===== config.mk =====
export PLATFORM = sky130hd
export DESIGN_NAME = soc_xbar_lite
export DESIGN_NICKNAME = d
export VERILOG_FILES = /design/src/rtl/soc_xbar_pkg.sv /design/src/rtl/soc_xbar_tgt_port.sv /design/src/rtl/soc_xbar_lite.sv
export SDC_FILE = /design/constraint.sdc
export NUM_CORES = 1
export LEC_CHECK = 0
export CORE_AREA = 2 2 244 246
export DETAILED_ROUTE_END_ITERATION = 12
export DIE_AREA = 0 0 246 248
export DONT_BUFFER_PORTS = 1
export SYNTH_ARGS = -nofsm -noshare
export SYNTH_HDL_FRONTEND = slang
export SYNTH_SLANG_ARGS = --single-unit

===== constraint.sdc =====
create_clock -name clk -period 18.3 [get_ports clk]
set_input_delay 2.745 -clock clk [delete_from_list [all_inputs] [get_ports clk]]
set_output_delay 2.745 -clock clk [all_outputs]
set_load 0.005 [all_outputs]

===== src/rtl/soc_xbar_pkg.sv =====
// Shared definitions for the lite crossbar: target FSM encodings,
// index-width helper and the address-range decode function.
package soc_xbar_pkg;

  localparam logic [1:0] ST_IDLE = 2'd0;
  localparam logic [1:0] ST_REQ  = 2'd1;
  localparam logic [1:0] ST_RESP = 2'd2;
  localparam logic [1:0] ST_DEAD = 2'd3;

  function automatic int idx_w(input int n);
    return (n > 1) ? $clog2(n) : 1;
  endfunction

  // Inclusive unsigned range check; callers zero-extend to 64 bits.
  function automatic logic addr_hit(input logic [63:0] addr,
                                    input logic [63:0] lo,
                                    input logic [63:0] hi);
    return (addr >= lo) && (addr <= hi);
  endfunction

endpackage


===== src/rtl/soc_xbar_tgt_port.sv =====
// One target port: round-robin arbiter over decoded initiators, request
// latch, IDLE/REQ/RESP/DEAD sequencer and response timeout counter.
module soc_xbar_tgt_port
  import soc_xbar_pkg::*;
#(
  parameter int NB_INIT        = 3,
  parameter int ADDR_WIDTH     = 32,
  parameter int DATA_WIDTH     = 32,
  parameter int TIMEOUT_CYCLES = 256,
  localparam int BW = DATA_WIDTH / 8,
  localparam int OW = idx_w(NB_INIT)
) (
  input  logic                                 clk,
  input  logic                                 rst,
  input  logic [NB_INIT-1:0]                   req,
  input  logic [NB_INIT-1:0][ADDR_WIDTH-1:0]   addr,
  input  logic [NB_INIT-1:0]                   we,
  input  logic [NB_INIT-1:0][BW-1:0]           be,
  input  logic [NB_INIT-1:0][DATA_WIDTH-1:0]   wdata,
  output logic [NB_INIT-1:0]                   gnt,
  output logic                                 tgt_req,
  output logic [ADDR_WIDTH-1:0]                tgt_addr,
  output logic                                 tgt_we,
  output logic [BW-1:0]                        tgt_be,
  output logic [DATA_WIDTH-1:0]                tgt_wdata,
  input  logic                                 tgt_gnt,
  input  logic                                 tgt_rvalid,
  input  logic [DATA_WIDTH-1:0]                tgt_rdata,
  input  logic                                 tgt_err,
  output logic                                 rsp_valid,
  output logic [OW-1:0]                        rsp_owner,
  output logic [DATA_WIDTH-1:0]                rsp_rdata,
  output logic                                 rsp_err,
  output logic                                 dead
);

  localparam int CW = $clog2(TIMEOUT_CYCLES);

  logic [1:0]    state;
  logic [OW-1:0] rr_ptr, owner, win;
  logic          found, timeout;
  logic [CW-1:0] cnt;

  // First requester at or after rr_ptr, wrapping.
  always_comb begin
    found = 1'b0;
    win   = '0;
    for (int k = 0; k < NB_INIT; k++) begin
      int j;
      j = int'(rr_ptr) + k;
      if (j >= NB_INIT) j = j - NB_INIT;
      if (!found && req[j]) begin
        found = 1'b1;
        win   = OW'(j);
      end
    end
  end

  assign gnt     = (state == ST_IDLE && found) ? (NB_INIT'(1) << win) : '0;
  assign timeout = (cnt == CW'(TIMEOUT_CYCLES - 1));
  assign tgt_req = (state == ST_REQ);
  assign dead    = (state == ST_DEAD);

  // A real response in the timeout cycle takes priority over the timeout.
  assign rsp_valid = (state == ST_RESP) && (tgt_rvalid || timeout);
  assign rsp_owner = owner;
  assign rsp_rdata = tgt_rvalid ? tgt_rdata : '0;
  assign rsp_err   = tgt_rvalid ? tgt_err : 1'b1;

  always_ff @(posedge clk or posedge rst) begin
    if (rst) begin
      state     <= ST_IDLE;
      rr_ptr    <= '0;
      owner     <= '0;
      cnt       <= '0;
      tgt_addr  <= '0;
      tgt_we    <= 1'b0;
      tgt_be    <= '0;
      tgt_wdata <= '0;
    end else begin
      case (state)
        ST_IDLE: if (found) begin
          owner     <= win;
          rr_ptr    <= (win == OW'(NB_INIT - 1)) ? '0 : win + 1'b1;
          tgt_addr  <= addr[win];
          tgt_we    <= we[win];
          tgt_be    <= be[win];
          tgt_wdata <= wdata[win];
          state     <= ST_REQ;
        end
        ST_REQ: if (tgt_gnt) begin
          cnt   <= '0;
          state <= ST_RESP;
        end
        ST_RESP: begin
          if (tgt_rvalid)   state <= ST_IDLE;
          else if (timeout) state <= ST_DEAD;
          else              cnt   <= cnt + 1'b1;
        end
        default: ;
      endcase
    end
  end

endmodule


===== src/rtl/soc_xbar_lite.sv =====
// NB_INIT x NB_TGT request/response crossbar: address decode, decode-error
// responder, per-target ports and registered per-initiator response merge.
module soc_xbar_lite
  import soc_xbar_pkg::*;
#(
  parameter int NB_INIT        = 3,
  parameter int NB_TGT         = 3,
  parameter int ADDR_WIDTH     = 32,
  parameter int DATA_WIDTH     = 32,
  parameter int TIMEOUT_CYCLES = 256,
  parameter logic [NB_TGT*ADDR_WIDTH-1:0] START_ADDR =
    {32'h1A10_0000, 32'h0010_0000, 32'h0000_0000},
  parameter logic [NB_TGT*ADDR_WIDTH-1:0] END_ADDR =
    {32'h1A11_FFFF, 32'h001F_FFFF, 32'h000F_FFFF}
) (
  input  logic                             clk,
  input  logic                             rst,
  input  logic [NB_INIT-1:0]               init_req_i,
  input  logic [NB_INIT*ADDR_WIDTH-1:0]    init_addr_i,
  input  logic [NB_INIT-1:0]               init_we_i,
  input  logic [NB_INIT*DATA_WIDTH/8-1:0]  init_be_i,
  input  logic [NB_INIT*DATA_WIDTH-1:0]    init_wdata_i,
  output logic [NB_INIT-1:0]               init_gnt_o,
  output logic [NB_INIT-1:0]               init_rvalid_o,
  output logic [NB_INIT*DATA_WIDTH-1:0]    init_rdata_o,
  output logic [NB_INIT-1:0]               init_err_o,
  output logic [NB_TGT-1:0]                tgt_req_o,
  output logic [NB_TGT*ADDR_WIDTH-1:0]     tgt_addr_o,
  output logic [NB_TGT-1:0]                tgt_we_o,
  output logic [NB_TGT*DATA_WIDTH/8-1:0]   tgt_be_o,
  output logic [NB_TGT*DATA_WIDTH-1:0]     tgt_wdata_o,
  input  logic [NB_TGT-1:0]                tgt_gnt_i,
  input  logic [NB_TGT-1:0]                tgt_rvalid_i,
  input  logic [NB_TGT*DATA_WIDTH-1:0]     tgt_rdata_i,
  input  logic [NB_TGT-1:0]                tgt_err_i,
  output logic [NB_TGT-1:0]                tgt_dead_o
);

  localparam int BW = DATA_WIDTH / 8;
  localparam int OW = idx_w(NB_INIT);
  localparam int TW = idx_w(NB_TGT);

  logic [NB_INIT-1:0]                 hit, dec_err, gnt_all;
  logic [NB_INIT-1:0][TW-1:0]         sel;
  logic [NB_TGT-1:0][NB_INIT-1:0]     preq, pgnt;
  logic [NB_TGT-1:0]                  prsp_v, prsp_er;
  logic [NB_TGT-1:0][OW-1:0]          prsp_own;
  logic [NB_TGT-1:0][DATA_WIDTH-1:0]  prsp_rd;
  logic [NB_INIT-1:0]                 rv_d, er_d;
  logic [NB_INIT-1:0][DATA_WIDTH-1:0] rd_d;

  // Scan high to low so the lowest-index overlapping region wins.
  always_comb begin
    for (int i = 0; i < NB_INIT; i++) begin
      hit[i] = 1'b0;
      sel[i] = '0;
      for (int t = NB_TGT - 1; t >= 0; t--) begin
        if (addr_hit(64'(init_addr_i[i*ADDR_WIDTH +: ADDR_WIDTH]),
                     64'(START_ADDR[t*ADDR_WIDTH +: ADDR_WIDTH]),
                     64'(END_ADDR[t*ADDR_WIDTH +: ADDR_WIDTH]))) begin
          hit[i] = 1'b1;
          sel[i] = TW'(t);
        end
      end
      dec_err[i] = init_req_i[i] & (~hit[i] | tgt_dead_o[sel[i]]);
    end
  end

  always_comb begin
    for (int t = 0; t < NB_TGT; t++)
      for (int i = 0; i < NB_INIT; i++)
        preq[t][i] = init_req_i[i] & hit[i] & (sel[i] == TW'(t)) & ~tgt_dead_o[t];
  end

  always_comb begin
    gnt_all = dec_err;
    for (int t = 0; t < NB_TGT; t++) gnt_all = gnt_all | pgnt[t];
  end
  assign init_gnt_o = rst ? '0 : gnt_all;

  for (genvar t = 0; t < NB_TGT; t++) begin : g_tgt
    soc_xbar_tgt_port #(
      .NB_INIT        (NB_INIT),
      .ADDR_WIDTH     (ADDR_WIDTH),
      .DATA_WIDTH     (DATA_WIDTH),
      .TIMEOUT_CYCLES (TIMEOUT_CYCLES)
    ) u_port (
      .clk        (clk),
      .rst        (rst),
      .req        (preq[t]),
      .addr       (init_addr_i),
      .we         (init_we_i),
      .be         (init_be_i),
      .wdata      (init_wdata_i),
      .gnt        (pgnt[t]),
      .tgt_req    (tgt_req_o[t]),
      .tgt_addr   (tgt_addr_o[t*ADDR_WIDTH +: ADDR_WIDTH]),
      .tgt_we     (tgt_we_o[t]),
      .tgt_be     (tgt_be_o[t*BW +: BW]),
      .tgt_wdata  (tgt_wdata_o[t*DATA_WIDTH +: DATA_WIDTH]),
      .tgt_gnt    (tgt_gnt_i[t]),
      .tgt_rvalid (tgt_rvalid_i[t]),
      .tgt_rdata  (tgt_rdata_i[t*DATA_WIDTH +: DATA_WIDTH]),
      .tgt_err    (tgt_err_i[t]),
      .rsp_valid  (prsp_v[t]),
      .rsp_owner  (prsp_own[t]),
      .rsp_rdata  (prsp_rd[t]),
      .rsp_err    (prsp_er[t]),
      .dead       (tgt_dead_o[t])
    );
  end

  // One-outstanding rule guarantees at most one source per initiator.
  always_comb begin
    for (int i = 0; i < NB_INIT; i++) begin
      rv_d[i] = dec_err[i];
      er_d[i] = dec_err[i];
      rd_d[i] = '0;
      for (int t = 0; t < NB_TGT; t++) begin
        if (prsp_v[t] && prsp_own[t] == OW'(i)) begin
          rv_d[i] = 1'b1;
          er_d[i] = er_d[i] | prsp_er[t];
          rd_d[i] = rd_d[i] | prsp_rd[t];
        end
      end
    end
  end

  always_ff @(posedge clk or posedge rst) begin
    if (rst) begin
      init_rvalid_o <= '0;
      init_err_o    <= '0;
      init_rdata_o  <= '0;
    end else begin
      init_rvalid_o <= rv_d;
      init_err_o    <= er_d;
      init_rdata_o  <= rd_d;
    end
  end

endmodule

==> results of run 1 <==
logic make-up after synthesis:
kind of cell / Yosys count / synth area share [%]
compound gates: 534 / 19.48
xor+xnor: 5 / 0.2472
fa+ha+maj: 24 / 1.659
buf+inv: 199 / 4.759
flops: 351 / 49.57
mux: 8 / 0.4801
simple gates: 881 / 23.81
how the worst max path moves through the flow:
stage	start	slack, ns	depth (start not counted)	end
CTS	init_addr_i[60]	9.60	7	init_gnt_o[0]
global route	init_addr_i[60]	9.37	7	init_gnt_o[1]
detailed placement	init_addr_i[60]	9.60	7	init_gnt_o[0]
global placement	init_addr_i[60]	9.73	7	init_gnt_o[1]
floorplan	rst	5.82	1	g_tgt[0].u_port.cnt[0]
finish	init_addr_i[60]	9.58	7	init_gnt_o[0]
sequential cells by signal, indices dropped and copies added (netlist names):
signal and cells:
g_tgt.u_port.cnt 24, g_tgt.u_port.rr_ptr 6, g_tgt.u_port.rsp_owner 6, g_tgt.u_port.state 6, g_tgt.u_port.tgt_addr 96, g_tgt.u_port.tgt_be 12
g_tgt.u_port.tgt_wdata 96, g_tgt.u_port.tgt_we 3, init_err_o 3, init_rdata_o 96, init_rvalid_o 3
layer usage:
layer  track usage (%)  up-vias  part of all wire, %
met5                 0        -                    0
met4             11.64        0                  5.4
met3             8.131      197                   13
met2             36.29     1170                   46
met1             26.90     8079                   36
li1                  -     7059                    -
power by group:
group	total [mW]	internal, mW	switching [mW]	leakage, nW
clock	0.829	0.493	0.335	0.658
sequential	0.815	0.796	0.0194	4.83
combinational	0.172	0.0622	0.110	3.13
worst reg2reg max path, stage by stage, from the launching register on:
cell and delay [ns]:
dfrtp_1 0.41, ha_1 0.35, nand2b_1 0.22, nor4_1 0.57
a32oi_1 0.36, maj3_2 0.43, a2111oi_4 0.42, buf_4 0.43
buf_4 0.69, a31oi_1 0.29
cell usage in the layout, fill, tap and decap left out, types with 3 or more instances in the layout:
master,netlist,routed
and3_1,8,7
xnor2_1,3,3
a22o_1,91,91
clkbuf_1,118,8
and2_1,20,20
o21ai_0,45,45
mux2i_1,4,4
nand2b_1,18,18
nor2_1,193,193
clkbuf_16,0,41
ha_1,21,21
nand3_1,406,405
o21ai_1,5,4
bufinv_16,0,3
mux2_2,4,4
a22oi_1,81,81
buf_4,14,28
nor4_1,10,8
nand4_1,10,10
nor2b_1,28,28
or2_2,3,3
inv_1,29,28
nand2_1,136,136
nor4_2,2,4
a31oi_1,85,85
clkinv_2,0,5
nor3_2,0,8
or3_1,7,7
nor3_1,21,13
clkbuf_8,0,10
a21oi_1,195,195
dfrtp_1,351,351
o31ai_1,8,8
layout make-up:
| cell class | instances | area, um^2 | share of cell area (%) |
|---|---|---|---|
| diodes | 1 | 2.502 | 0.01275 |
| clock buffers | 59 | 1194 | 6.081 |
| clock inverters | 11 | 140.1 | 0.7139 |
| inverters | 29 | 116.4 | 0.5928 |
| multi-input cells | 1452 | 8215 | 41.85 |
| flip-flops and latches | 351 | 8783 | 44.75 |
| well taps | 773 | 967.2 | 4.927 |
| repair buffers | 28 | 210.2 | 1.071 |
stage by stage:
stage,power [mW],utilization [%],hold slack (ns),instance area [um^2]
floorplan,0.9632,-,0.4449,17720
global route,1.881,33.57,0.5051,19630
detailed placement,0.9990,31.29,0.4768,18290
global placement,0.9913,31.29,0.4668,18290
CTS,1.827,33.57,0.4910,19630
finish,1.816,33.58,0.4891,19630
==> flow_summary_export.csv, run 1 <==
group,metric,value,unit
outcome,status,"finished clean",
grt,antenna_found_initial,0,
cts,htreeDepth,2,
timing,final_hold_viol_count,0,
final_layout,fin_nets,2240,
pwr,total_leakage_power,8.617,nW
grt,grt_max_degree,100,
grt,grt_overflow,0,
logic_synthesis,synth_top_area_share,49.57,%
place,place_hpwl,50200,um
hold_path,holdCritPathClass,"reg2reg",
place,io_buffers,0,
detailed_routing,vias,16505,
hold_path,holdPathEnd,"g_tgt[1].u_port.cnt[7]",
critical_path,cp_max_fo,75,
floorplanning,initial_utilization,30.31,%
critical_path,r2r_end,"g_tgt[2].u_port.tgt_wdata[28]",
run,drv_cap,0,
cts,hold_buffers,0,
floorplanning,die_area,61010,um^2
detailed_routing,routed_via_density,6.104,
logic_synthesis,yosys.cell_types.count,61,
detailed_routing,drt-pass1-iter-count,7,
timing,tns,0,ns
logic_synthesis,synth-async-reset-ratio,100.0,%
timing,period_minus_slack,8.720,ns
logic_synthesis,synth.avg_cell_area,8.852,um^2
critical_path,crit_required,15.55,ns
logic_synthesis,yosysMostFrequentCell,"nand3_1",
detailed_routing,wirelength,73240,um
timing,slew_viol_final,0,
pwr,powerDensity,92.51,nW/um^2
place,gp_congestion,0.9167,
hold_path,min_from,"g_tgt[1].u_port.cnt[7]",
cts,post_cts_resized,0,
place,preCtsSetupSlack,9.599,ns
cts,cts_tree,"built",
critical_path,critPathArrivalTime,5.97,ns
cts,cts_buffers,40,
critical_path,crit_buf_inv,0,
detailed_routing,first_iter_violations,1557,
final_layout,fillers,5982,
critical_path,reg2reg_from,"g_tgt[2].u_port.state[0]",
floorplanning,ios,635,
cts,insertion_delay,0.55,ns
detailed_routing,drc,0,
cts,clock_path_buffers,3,
logic_synthesis,netlist_top_cells_area,"dfrtp_1 50%, nand3_1 11%, a21oi_1 5.5%, a22o_1 4.5%, nor2_1 4.1%",
logic_synthesis,synth_seq_cells,351,
pwr,ir_worst_vdd,0.06336,mV
critical_path,critPathKind,"in2out",
logic_synthesis,yosys-top-cells-count,"406 x nand3_1, 351 x dfrtp_1, 195 x a21oi_1",
critical_path,critPathMaxStageDelay,0.91,ns
timing,setup-violations-final,0,
detailed_routing,antenna_left,0,
floorplanning,fp.dieW,246,um
floorplanning,num_rows,89,
timing,skew,0.01258,ns
timing,relSlewSlack,30.03,%
grt,grt_pass1_wl,105300,um
logic_synthesis,synth-seq-area-share,49.57,%
logic_synthesis,synth_area,17720,um^2
logic_synthesis,synth_top_area_cell,"dfrtp_1",
final_layout,synthToLayoutAreaGrowth,10.77,%
timing,tightest_slew,1.050,ns
logic_synthesis,synth-edff-count,0,
logic_synthesis,ys_warn_count,0,
final_layout,drive_above_1_share,6.632,%
hold_path,whs_path_depth,1,
timing,finalCritPeriodShare,47.65,%
cts,cts_root_buf,"clkbuf_16",
timing,fmax,114.7,MHz
place,placed_cells,2633,
detailed_routing,wl_per_cell,27.09,um
cts,cts_setup_buffers,0,
logic_synthesis,ys.flop_type,"dfrtp_1",
cts,path_clk_slew,0.06,ns
cts,cts.sinks,351,
floorplanning,core-area,58460,um^2
logic_synthesis,syn_inst,2002,
critical_path,cp_slowest_cell,"and4_4",
logic_synthesis,syn_nets,2340,
critical_path,start_kind,"input port",
critical_path,r2r_slack,13.95,ns
timing,postLayoutSetupSlackWorst,9.580,ns
critical_path,worst_path_dominant_cell_family,"simple AND/OR/NAND/NOR gates",
critical_path,r2r_cells,9,
critical_path,cp-end-kind,"output pin",
final_layout,fin_cells,2704,
timing,rsz0062_at_grt,"false",
grt,grt_pass1_vias,16001,
grt,grt.total_usage,22.72,%
critical_path,crit_chain,"nor3_1 > and4_1 > nor2_1 > a21oi_1 > and4_4 > o21ai_0 > a41oi_1",
floorplanning,chipHeight,248,um
(Power assumes the default switching activity.)
==> run 2, diff against run 1 <==
- clock period: 18.3 -> 8.79 ns (I/O delays scaled with it)
==> run 2 against run 1 <==
Effect of this change: global-route usage up 0.074 points; critical path depth rose by 1; final cell count increased by 0.18%; register-to-register slack worse by 9.7 ns; wire length grew 0.43%; first-iteration DRC count is 1.3% higher; worst hold slack worse by 0.0042 ns; sequential share of layout area shrank 0.12 points; clock-buffer cell count stayed put; sequential power up 110%; worst setup slack got worse by 6.7 ns; utilization rose by 0.090 points.
==> flow_summary_export.csv, run 2 (same netlist as run 1, synthesis figures left out) <==
group,metric,value,unit
detailed_routing,first_iter_violations,1578,
place,dpl_cell_area,18330,um^2
cts,cts.sinks,351,
grt,grt_pass1_wl,105700,um
floorplanning,fp.dieW,246,um
outcome,status,"finished clean",
place,gp_congestion,0.9342,
hold_path,holdCritPathClass,"reg2reg",
grt,grt_overflow,0,
cts,hold_buffers,0,
cts,path_clk_slew,0.05,ns
timing,tightest_slew,0.9761,ns
place,io_buffers,0,
cts,cts_setup_buffers,0,
pwr,total_power,3.813,mW
timing,tns,0,ns
critical_path,cp-end-kind,"output pin",
cts,post_cts_resized,0,
timing,final_hold_viol_count,0,
final_layout,drive_above_1_share,6.615,%
detailed_routing,drc,0,
final_layout,final_common_cell,"nand3_1",
timing,slew_viol_final,0,
detailed_routing,wl_per_cell,27.15,um
critical_path,critPathArrivalTime,4.57,ns
pwr,powerDensity,193.7,nW/um^2
final_layout,final_cell_mix,"405 x nand3_1, 351 x dfrtp_1, 195 x a21oi_1",
cts,cts_buffers,41,
timing,setup-violations-final,0,
floorplanning,initial_utilization,30.31,%
cts,clock_path_buffers,3,
final_layout,final_area,19680,um^2
timing,skew,0.01471,ns
place,place_hpwl,50460,um
timing,period_minus_slack,5.890,ns
cts,htreeDepth,2,
final_layout,fillers,5949,
cts,cts_root_buf,"clkbuf_16",
timing,holdWs,0.4849,ns
final_layout,fin_nets,2244,
critical_path,start_kind,"input port",
pwr,ir_worst_vdd,0.1142,mV
floorplanning,core-area,58460,um^2
floorplanning,chipHeight,248,um
cts,insertion_delay,0.56,ns
detailed_routing,wirelength,73560,um
final_layout,reg_top3,"g_tgt.u_port.tgt_addr: 96 flops, g_tgt.u_port.tgt_wdata: 96 flops, init_rdata_o: 96 flops",
run,drv_cap,0,
final_layout,synthToLayoutAreaGrowth,11.06,%
grt,antenna_found_initial,1,
floorplanning,die_area,61010,um^2
grt,grt_max_degree,137,
grt,grt_pass1_vias,16029,
detailed_routing,routed_via_density,6.098,
critical_path,critPathKind,"in2out",
timing,relSlewSlack,34.43,%
timing,fmax,169.8,MHz
detailed_routing,drt-pass1-iter-count,8,
floorplanning,num_rows,89,
critical_path,crit_required,7.47,ns
detailed_routing,vias,16519,
timing,rsz0062_at_grt,"false",
critical_path,cp_max_fo,51,
timing,finalCritPeriodShare,67.01,%
cts,cts_tree,"built",
pwr,total_leakage_power,8.627,nW
floorplanning,ios,635,
grt,grt.total_usage,22.79,%
detailed_routing,antenna_left,0,
==> run 2: cell type report <==
type	instances	area [um^2]	area share [%]
Clock buffer	59	1166	5.925
Timing Repair Buffer	31	257.7	1.310
Inverter	29	112.6	0.5722
Tap cell	773	967.2	4.914
Antenna cell	1	2.502	0.01271
Sequential cell	351	8783	44.63
Clock inverter	13	183.9	0.9345
Multi-Input combinational cell	1452	8208	41.70
==> run 2: through the flow <==
stage / utilization [%] / instances / worst slack [ns]
after floorplan: - / 2002 / 2.771
after global placement: 31.35 / 2636 / 3.242
after detailed placement: 31.35 / 2636 / 3.034
after CTS: 33.66 / 2708 / 3.033
after global routing: 33.66 / 2708 / 2.765
final: 33.67 / 2709 / 2.900
==> run 2: worst paths after layout <==
| path | end | cells after the start | start | slack (ns) |
|---|---|---|---|---|
| min reg2reg | g_tgt[1].u_port.cnt[7] | 1 | g_tgt[1].u_port.cnt[7] | 0.48 |
| min | g_tgt[1].u_port.cnt[7] | 1 | g_tgt[1].u_port.cnt[7] | 0.48 |
| max | init_gnt_o[0] | 8 | init_addr_i[60] | 2.90 |
| max reg2reg | g_tgt[2].u_port.tgt_wdata[14] | 9 | g_tgt[2].u_port.state[0] | 4.21 |
| min in group asynchronous | init_rdata_o[15] | 1 | rst | 0.77 |
| max in group asynchronous | g_tgt[2].u_port.tgt_addr[1] | 2 | rst | 6.69 |
==> run 2: worst max-delay path, stage by stage <==
cell and delay (ns):
nor3_1 0.78, nand4_1 0.35, nand2_1 0.22, o22ai_1 0.22, a211oi_4 0.27, buf_4 0.62, nand2_1 0.18, a41oi_1 0.59
==> run 2: where the power goes <==
part	internal, mW	switching, mW
Sequential	1.66	0.0389
Clock	1.04	0.718
Combinational	0.130	0.228
==> run 2: per-layer routing <==
metal	global-route usage [%]	vias up	part of all wire (%)
li1	-	7066	-
met1	26.62	8107	36
met2	36.86	1162	46
met3	8.975	184	13
met4	10.32	0	4.5
met5	0	-	0
